$ cat src/rtl/video_frame_capture.sv
// Single-shot video frame grabber: packs active pixels to RGB332 and writes them at offset + pixel index.
// Define CAPTURE_DECIMATE_EN to capture at 2:1 in both axes (even pixels of even lines only).
module video_frame_capture #(
  parameter int H_ACTIVE       = 640,
  parameter int V_ACTIVE       = 480,
  parameter int ADDR_W         = 24,
  parameter int VS_ACTIVE_HIGH = 1
) (
  input  logic              clk,
  input  logic              reset_n,
  input  logic              arm,
  input  logic [17:0]       offset,
  input  logic              vid_de,
  input  logic              vid_hs,
  input  logic              vid_vs,
  input  logic [23:0]       vid_d,
  output logic              wr_en,
  output logic [ADDR_W-1:0] wr_addr,
  output logic [7:0]        wr_data,
  output logic              busy,
  output logic              done,
  output logic              err_overrun,
  output logic              err_short
);

  localparam int XW = $clog2(H_ACTIVE + 1);
  localparam int YW = $clog2(V_ACTIVE + 1);
  localparam logic [XW-1:0] H_LIM  = XW'(H_ACTIVE);
  localparam logic [YW-1:0] V_LIM  = YW'(V_ACTIVE);
  localparam logic          VS_POL = (VS_ACTIVE_HIGH != 0);
`ifdef CAPTURE_DECIMATE_EN
  localparam logic [ADDR_W-1:0] LINE_STEP = ADDR_W'(H_ACTIVE / 2);
`else
  localparam logic [ADDR_W-1:0] LINE_STEP = ADDR_W'(H_ACTIVE);
`endif

  typedef enum logic [1:0] {
    S_IDLE  = 2'd0,
    S_ARMED = 2'd1,
    S_FRAME = 2'd2,
    S_DONE  = 2'd3
  } state_t;

  state_t state_q, state_d;

  logic              vs_d_q, de_d_q;
  logic [ADDR_W-1:0] base_q, base_d;
  logic [ADDR_W-1:0] line_base_q, line_base_d;
  logic [XW-1:0]     x_q, x_d;
  logic [YW-1:0]     y_q, y_d;
  logic              wr_en_q, wr_en_d;
  logic [ADDR_W-1:0] wr_addr_q, wr_addr_d;
  logic [7:0]        wr_data_q, wr_data_d;
  logic              busy_q, busy_d;
  logic              done_q, done_d;
  logic              err_overrun_q, err_overrun_d;
  logic              err_short_q, err_short_d;

  // Sync is only observed externally; nothing in the capture path depends on it.
  logic unused_hs;
  assign unused_hs = vid_hs;

  function automatic logic [7:0] rgb332(input logic [23:0] d);
    return {d[23:21], d[15:13], d[7:6]};
  endfunction

  logic          vs_now, vs_prev, vs_edge, de_fall;
  logic          pix_ok, pix_over, line_end, last_line, keep_pix;
  logic [XW-1:0] x_inc;
  logic [YW-1:0] y_inc;
  logic [ADDR_W-1:0] pix_addr;

  assign vs_now    = (vid_vs == VS_POL);
  assign vs_prev   = (vs_d_q == VS_POL);
  assign vs_edge   = vs_now & ~vs_prev;
  assign de_fall   = de_d_q & ~vid_de;
  assign x_inc     = x_q + XW'(1);
  assign y_inc     = y_q + YW'(1);
  assign pix_ok    = vid_de && (x_q < H_LIM) && (y_q < V_LIM);
  assign pix_over  = vid_de && (x_q == H_LIM);
  assign line_end  = de_fall && (x_q != '0);
  assign last_line = (y_inc == V_LIM);

`ifdef CAPTURE_DECIMATE_EN
  assign keep_pix = ~x_q[0] & ~y_q[0];
  assign pix_addr = line_base_q + ADDR_W'(x_q >> 1);
`else
  assign keep_pix = 1'b1;
  assign pix_addr = line_base_q + ADDR_W'(x_q);
`endif

  always_ff @(posedge clk) begin
    if (!reset_n) state_q <= S_IDLE;
    else          state_q <= state_d;
  end

  always_comb begin
    state_d = state_q;
    case (state_q)
      S_IDLE:  if (arm) state_d = S_ARMED;
      S_ARMED: if (vs_edge) state_d = S_FRAME;
      S_FRAME: begin
        if (vs_edge && (y_q < V_LIM))   state_d = S_DONE;
        else if (line_end && last_line) state_d = S_DONE;
      end
      S_DONE:  state_d = S_IDLE;
      default: state_d = S_IDLE;
    endcase
  end

  always_comb begin
    base_d        = base_q;
    line_base_d   = line_base_q;
    x_d           = x_q;
    y_d           = y_q;
    wr_en_d       = 1'b0;
    wr_addr_d     = wr_addr_q;
    wr_data_d     = wr_data_q;
    busy_d        = busy_q;
    done_d        = done_q;
    err_overrun_d = err_overrun_q;
    err_short_d   = err_short_q;
    case (state_q)
      S_IDLE: begin
        if (arm) begin
          base_d        = ADDR_W'(offset);
          busy_d        = 1'b1;
          done_d        = 1'b0;
          err_overrun_d = 1'b0;
          err_short_d   = 1'b0;
        end
      end
      S_ARMED: begin
        if (vs_edge) begin
          x_d         = '0;
          y_d         = '0;
          line_base_d = base_q;
        end
      end
      S_FRAME: begin
        // A fresh VS ends the frame even mid-line; what was written stays.
        if (vs_edge && (y_q < V_LIM)) begin
          err_short_d = 1'b1;
        end else if (pix_ok) begin
          x_d = x_inc;
          if (keep_pix) begin
            wr_en_d   = 1'b1;
            wr_addr_d = pix_addr;
            wr_data_d = rgb332(vid_d);
          end
        end else if (pix_over) begin
          err_overrun_d = 1'b1;
        end else if (line_end) begin
          x_d = '0;
          y_d = y_inc;
`ifdef CAPTURE_DECIMATE_EN
          if (!y_q[0]) line_base_d = line_base_q + LINE_STEP;
`else
          line_base_d = line_base_q + LINE_STEP;
`endif
        end
      end
      S_DONE: begin
        busy_d = 1'b0;
        done_d = 1'b1;
      end
      default: ;
    endcase
  end

  always_ff @(posedge clk) begin
    if (!reset_n) begin
      vs_d_q        <= 1'b0;
      de_d_q        <= 1'b0;
      base_q        <= '0;
      line_base_q   <= '0;
      x_q           <= '0;
      y_q           <= '0;
      wr_en_q       <= 1'b0;
      wr_addr_q     <= '0;
      wr_data_q     <= '0;
      busy_q        <= 1'b0;
      done_q        <= 1'b0;
      err_overrun_q <= 1'b0;
      err_short_q   <= 1'b0;
    end else begin
      vs_d_q        <= vid_vs;
      de_d_q        <= vid_de;
      base_q        <= base_d;
      line_base_q   <= line_base_d;
      x_q           <= x_d;
      y_q           <= y_d;
      wr_en_q       <= wr_en_d;
      wr_addr_q     <= wr_addr_d;
      wr_data_q     <= wr_data_d;
      busy_q        <= busy_d;
      done_q        <= done_d;
      err_overrun_q <= err_overrun_d;
      err_short_q   <= err_short_d;
    end
  end

  assign wr_en       = wr_en_q;
  assign wr_addr     = wr_addr_q;
  assign wr_data     = wr_data_q;
  assign busy        = busy_q;
  assign done        = done_q;
  assign err_overrun = err_overrun_q;
  assign err_short   = err_short_q;

endmodule

$ cat config.mk
export PLATFORM = sky130hd
export DESIGN_NAME = video_frame_capture
export DESIGN_NICKNAME = d
export VERILOG_FILES = /design/src/rtl/video_frame_capture.sv
export SDC_FILE = /design/constraint.sdc
export NUM_CORES = 1
export LEC_CHECK = 0
export ABC_AREA = 1
export CORE_MARGIN = 2
export CORE_UTILIZATION = 40
export CTS_BUF_LIST = sky130_fd_sc_hd__clkbuf_16
export DETAILED_ROUTE_END_ITERATION = 7
export DONT_BUFFER_PORTS = 1
export PLACE_DENSITY = 0.57
export SLEW_MARGIN = 25
export SYNTH_ARGS = -nofsm -noshare
export SYNTH_HDL_FRONTEND = slang
export SYNTH_SLANG_ARGS = --single-unit
$ cat constraint.sdc
create_clock -name clk -period 2.6 [get_ports clk]
set_input_delay 0.52 -clock clk [delete_from_list [all_inputs] [get_ports clk]]
set_output_delay 0.52 -clock clk [all_outputs]
set_load 0.02 [all_outputs]
Word-level counts from Yosys, hierarchy flattened
Cells that the tools add are included.
- multiplexer cells: 34
- bitwise gates (word level): 7
- magnitude comparators: 2
- reduce and logical (&&, ||, !) cells: 20
- eq/ne operators: 16
- add/sub/neg operators: 4
- operator list (cell ; number):
    $mux 24 ; 5
    $mux 10 ; 5
    $pmux 24 s2 ; 1
    $mux 9 ; 5
    $add 24x10->24 ; 1
    $add 24x10->24 const B ; 1
    $pmux 10 s2 ; 1
    $pmux 9 s2 ; 1
    $ne 2x2->1 const B ; 8
    $add 10x1->10 const B ; 1
    $eq 10x10->1 const B ; 1
    $lt 10x10->1 const B ; 1
    $reduce_and 5->1 ; 2
    $reduce_bool 10->1 ; 1
    $add 9x1->9 const B ; 1
    $eq 9x9->1 const B ; 1
    $lt 9x9->1 const B ; 1
    $ne 3x3->1 const B ; 3
    $reduce_and 3->1 ; 3
    $mux 2 ; 4
    $pmux 1 s2 ; 4
    $pmux 2 s4 ; 1
    $mux 1 ; 7
    $logic_and 1x1->1 ; 6
    9 further kinds ; 18
- register bits: 102
- input port bits: 48

Logic depth before layout (Yosys ltp)
- depth in word-level cells: 8
- depth in mapped cells: 13

Least setup slack after synthesis
OpenSTA, ideal clock, no wires.
- path type: reg2reg
- start point: reg x_q[0]
- end point: reg wr_addr_q[18], in the netlist wr_addr[18]
- period minus slack after synthesis: 1.831 ns
- buffers on the path: 0
- path slack: 0.769 ns
- library setup time: 0.113 ns
- cell stages (with the launch flop): 11
- arrival time: 1.718 ns
- cell sequence: dfxtp_1 > ha_1 > fa_1 > nand3_1 > nand2_1 > a21oi_1 > o21ai_2 > nand2_1 > nor2_1 > o21ai_1 > inv_1
- word-level cells in the longest chain between the ends: 4
- elaborated cells on any way between the ends: 5
- RTL lines (what ; line ; source):
    start: declaration ; 49 ; logic [XW-1:0] x_q, x_d;
    start signal: assignment ; 177 ; x_q <= '0;
    start signal: assignment ; 191 ; x_q <= x_d;
    $lt 10x10->1 ; 79 ; assign pix_ok = vid_de && (x_q < H_LIM) && (y_q < V_LIM);
    $logic_and 1x1->1 (2 in a row) ; 79 ;
    $reduce_and 3->1 (no source line) ; - ;
    end signal: assignment ; 194 ; wr_addr_q <= wr_addr_d;
    end: declaration ; 52 ; logic [ADDR_W-1:0] wr_addr_q, wr_addr_d;
Several ways; a longest one is shown, not always the timed one.
A chain may end at the register's enable or synchronous reset.

Final worst setup path
- start point: reg x_q[4]
- end point: reg wr_addr_q[23], in the netlist wr_addr[23]
Same word-level chain as after synthesis.

==> impl_summary.log <==
INFO  metric cts_hold_buf = 0
INFO  metric hold-path-cell-count = 2
INFO  metric max_slew.worst_pin.slew = 523 ps
INFO  metric clk-insertion-delay-late = ~350 ps
INFO  metric synth_area_per_cell = about 6.7 µm²
INFO  metric critPathKind = register to register
INFO  metric dieWidth = approximately 120 µm
INFO  metric synth.lib_cells_used.distinct = 46
INFO  metric route.detailed.vias_per_inst = between 5 and 6
INFO  metric number_of_buffers_on_the_longest_clock_path = 2
INFO  metric hp-class = input pin to register
INFO  metric share_clk_of_total_power = 23.2%
INFO  metric r2r_setup_slack = between 300 and 400 ps
INFO  metric grtUsageTotal = 19.6%
INFO  metric critPathRequiredTime = 2850 ps
INFO  metric dpl.hpwl = around 10000 µm
INFO  metric tritoncts.num_buffers = 9
INFO  metric grt_pass1_vias = roughly 4800
INFO  metric cts_num_sinks = approximately 100
INFO  metric rr_worst_depth = 11
INFO  metric buffer_ports.inserted = 0
INFO  metric num_rows = between 40 and 50
INFO  metric hold_start = vid_de
INFO  metric endpoint_class_of_the_critical_path = register
INFO  metric design.portCount = 85
INFO  metric start_kind = register
INFO  metric antenna_cells = 0
INFO  metric status = complete, no violations
INFO  metric synth_seq_area_share = 36.6%
INFO  metric fillers = 1466
INFO  metric wire_length_per_cell = about 14 µm
INFO  metric most-common-layout-cells = 174 x nand2_1, 158 x nor2_1, 102 x dfxtp_1
INFO  metric effective_utilization_at_floorplan = 40.5%
INFO  metric worstReg2RegEnd = wr_addr[23]
INFO  metric drt_pre_antenna_iters = 5
INFO  metric critical_path.reg2reg.startpoint = x_q[4]
INFO  metric grt_antenna_before_repair = 0
INFO  metric timing.final.max_slew_violations = 0
INFO  metric netSwitchingFraction = 41.5%
INFO  metric placed_cells = between 900 and 1000
INFO  metric worst_ep_arrival_time = between 2000 and 2500 ps
INFO  metric grt_first_pass_wirelength = 23100 µm
INFO  metric fp.coreArea = ~14000 µm²
INFO  metric timing.clock.skew = 12.2 ps
INFO  metric ctsResizeCount = 0
INFO  metric clock.fmax = roughly 450 MHz
INFO  metric report.final.hold_viol_count = 0
INFO  metric totalNegativeSetupSlack = 0 ps
INFO  metric pwr-share-comb = 32.3%
INFO  metric power_density = 885 nW/µm²
INFO  metric synth_flop_cell = dfxtp_1
INFO  metric route.final.wire_length = approximately 14000 µm
INFO  metric clock-root-buffer = clkbuf_16
INFO  metric post_cts_buffers = 0
INFO  metric drt_iter0_drc = between 300 and 400
INFO  metric clk_pin_slew = approximately 70 ps
INFO  metric largest_net_degree_at_the_start_of_global_routing = 56
INFO  metric globalRouteOverflowTotal = 0
INFO  metric syn_inst = 831
INFO  metric cts-htree-levels = 3
INFO  metric finalWeightedCongestion = roughly 0.89
INFO  metric floorplan.die.height = roughly 120 µm
INFO  metric tritoncts = yes
INFO  metric synthesis.nets = 900
INFO  metric period_share = a little under nine tenths
INFO  metric most_common_library_cell_in_the_layout_ignoring_fill_and_taps = nand2_1
INFO  metric final_period_minus_worst_setup_slack = around 2200 ps
INFO  metric path_max_fanout = 6
INFO  metric via_count = 5069
INFO  metric cellInternalPower = between 3 and 4 mW
INFO  metric postSynthRegisterBits = ~100
INFO  metric final-setup-viol-count = 0
INFO  metric post-route-drc-count = 0
INFO  metric power_leakage = 2.53 nW
INFO  metric hold-path-endpoint = de_d_q
INFO  metric yosys_warnings = 0
INFO  metric ant_nets = 0
INFO  metric pwr-share-seq = 44.5%
INFO  metric edff_count_synth = 0
INFO  metric die_area = ~15000 µm²
INFO  metric stdcell_count = 1008
INFO  metric fin_nets = 892
INFO  metric timing.slew.headroom = about two thirds
INFO  metric async_flop_share = 0%
INFO  metric layout-area-overhead-vs-synth = 7.56%
INFO  metric vdd_ir_drop_max = 539 µV
INFO  metric share_of_the_core_filled_with_cells_in_the_final_layout = ~44%
INFO  metric share_of_layout_cells_above_drive_strength_1 = under 10%
INFO  metric drv_cap = 0
INFO  metric setup_repair_after_global_routing_missed_its_margin = no
INFO  metric netSwitchingPower = 2.20 mW
INFO  metric synth.cell_area = around 5600 µm²
cells in the mapped netlist, types with 2 or more instances:
cell type  instances  area [µm²]
nand3_2            2        20.0
inv_1             83         312
xnor2_1            4        35.0
ha_1              20         250
nand2_4            2        22.5
nor3_1            10        50.1
o21ai_2            2        17.5
nand4_1            9        56.3
clkinv_1           2        7.51
or2_2              2        12.5
nand2_1          174         653
o211ai_1           4        30.0
nor2_2             3        18.8
a21oi_1           52         260
nor3b_1            2        15.0
o31ai_1            2        15.0
inv_4              2        12.5
o21a_1             2        15.0
a21oi_2            2        17.5
clkbuf_1          17        63.8
nand3_1           51         255
dfxtp_1          102        2040
o21ai_0           70         350
o21ai_1            4        20.0
nand2_2            2        12.5
o221ai_1           3        26.3
xor2_1             8        70.1
nand3_4            2        35.0
buf_6              2        22.5
and3_1             2        12.5
nor2_1           158         593
nor2_4             4        45.0
a211oi_1           5        37.5
buf_2              9        45.0
a211oi_2           2        25.0
worst max-delay path, stage by stage (launching register included):
cell and delay [ps]:
dfxtp_1 460, ha_1 340, a21oi_1 250, o21ai_0 140
a21oi_1 400, inv_1 120, nand2_1 100, nand2_1 50
nand2_1 50, nand3_1 60, nand2_1 80, inv_1 40
power by group through the flow:
stage	registers, mW	clock network, mW	logic [mW]
6_report	2.36	1.23	1.71
4_1_cts	2.36	1.27	1.72
5_1_grt	2.42	1.34	1.97
3_5_place_dp	2.40	0	1.71
2_1_floorplan	2.29	0	1.39
3_3_place_gp	2.39	0	1.68
worst max-delay path by stage:
| stage | from | to | slack [ps] | cells past startpoint |
|---|---|---|---|---|
| after floorplan | x_q[0] | wr_addr[18] | 770 | 10 |
| after global placement | x_q[0] | wr_addr[22] | 450 | 10 |
| after detailed placement | x_q[4] | wr_addr[23] | 430 | 11 |
| after CTS | x_q[4] | wr_addr[23] | 400 | 11 |
| after global routing | x_q[6] | wr_addr[11] | 150 | 11 |
| final | x_q[4] | wr_addr[23] | 380 | 11 |
flip-flops by register name (all words and copies together), names as in the netlist:
register and flops:
de_d_q 1, x_q 10, state_q 2, wr_en 1, done 1, wr_addr 24, err_overrun 1, base_q 18
y_q 9, err_short 1, vs_d_q 1, line_base_q 24, busy 1, wr_data 8
stage by stage:
| stage | worst slack, ps | power (mW) | hold slack, ps | cell area, µm² |
|---|---|---|---|---|
| finish | 382 | 5.31 | 261 | 6000 |
| global route | 147 | 5.73 | 260 | 6000 |
| floorplan | 769 | 3.68 | 424 | 5580 |
| global placement | 450 | 4.07 | 460 | 5740 |
| CTS | 398 | 5.36 | 249 | 6000 |
| detailed placement | 426 | 4.11 | 464 | 5740 |
per-layer routing:
layer | routed length [µm] | global-route usage [%]
met1 | 6660 | 25.6
met2 | 6500 | 32.7
met3 | 566 | 4.26
met4 | 175 | 5.17
met5 | 0 | 0
layout make-up:
class / instances / area [µm²] / share of cell area [%]
Clock inverter: 7 / 35.0 / 0.584
Sequential cell: 102 / 2040 / 34.0
Timing Repair Buffer: 9 / 67.6 / 1.13
Multi-Input combinational cell: 612 / 3060 / 51.1
Clock buffer: 9 / 225 / 3.75
Inverter: 89 / 340 / 5.67
Tap cell: 180 / 225 / 3.75
kinds of logic (layout without fill, tap and decap cells):
logic type / count (synthesis) / after routing / synth area share, %
compound gates: 153 / 153 / 15.4
xor+xnor: 12 / 12 / 1.88
fa+ha+maj: 21 / 21 / 4.85
buf+inv: 117 / 114 / 8.46
flops: 102 / 102 / 36.6
simple gates: 426 / 426 / 32.8
Note: power is estimated with default switching activity, not from simulation.
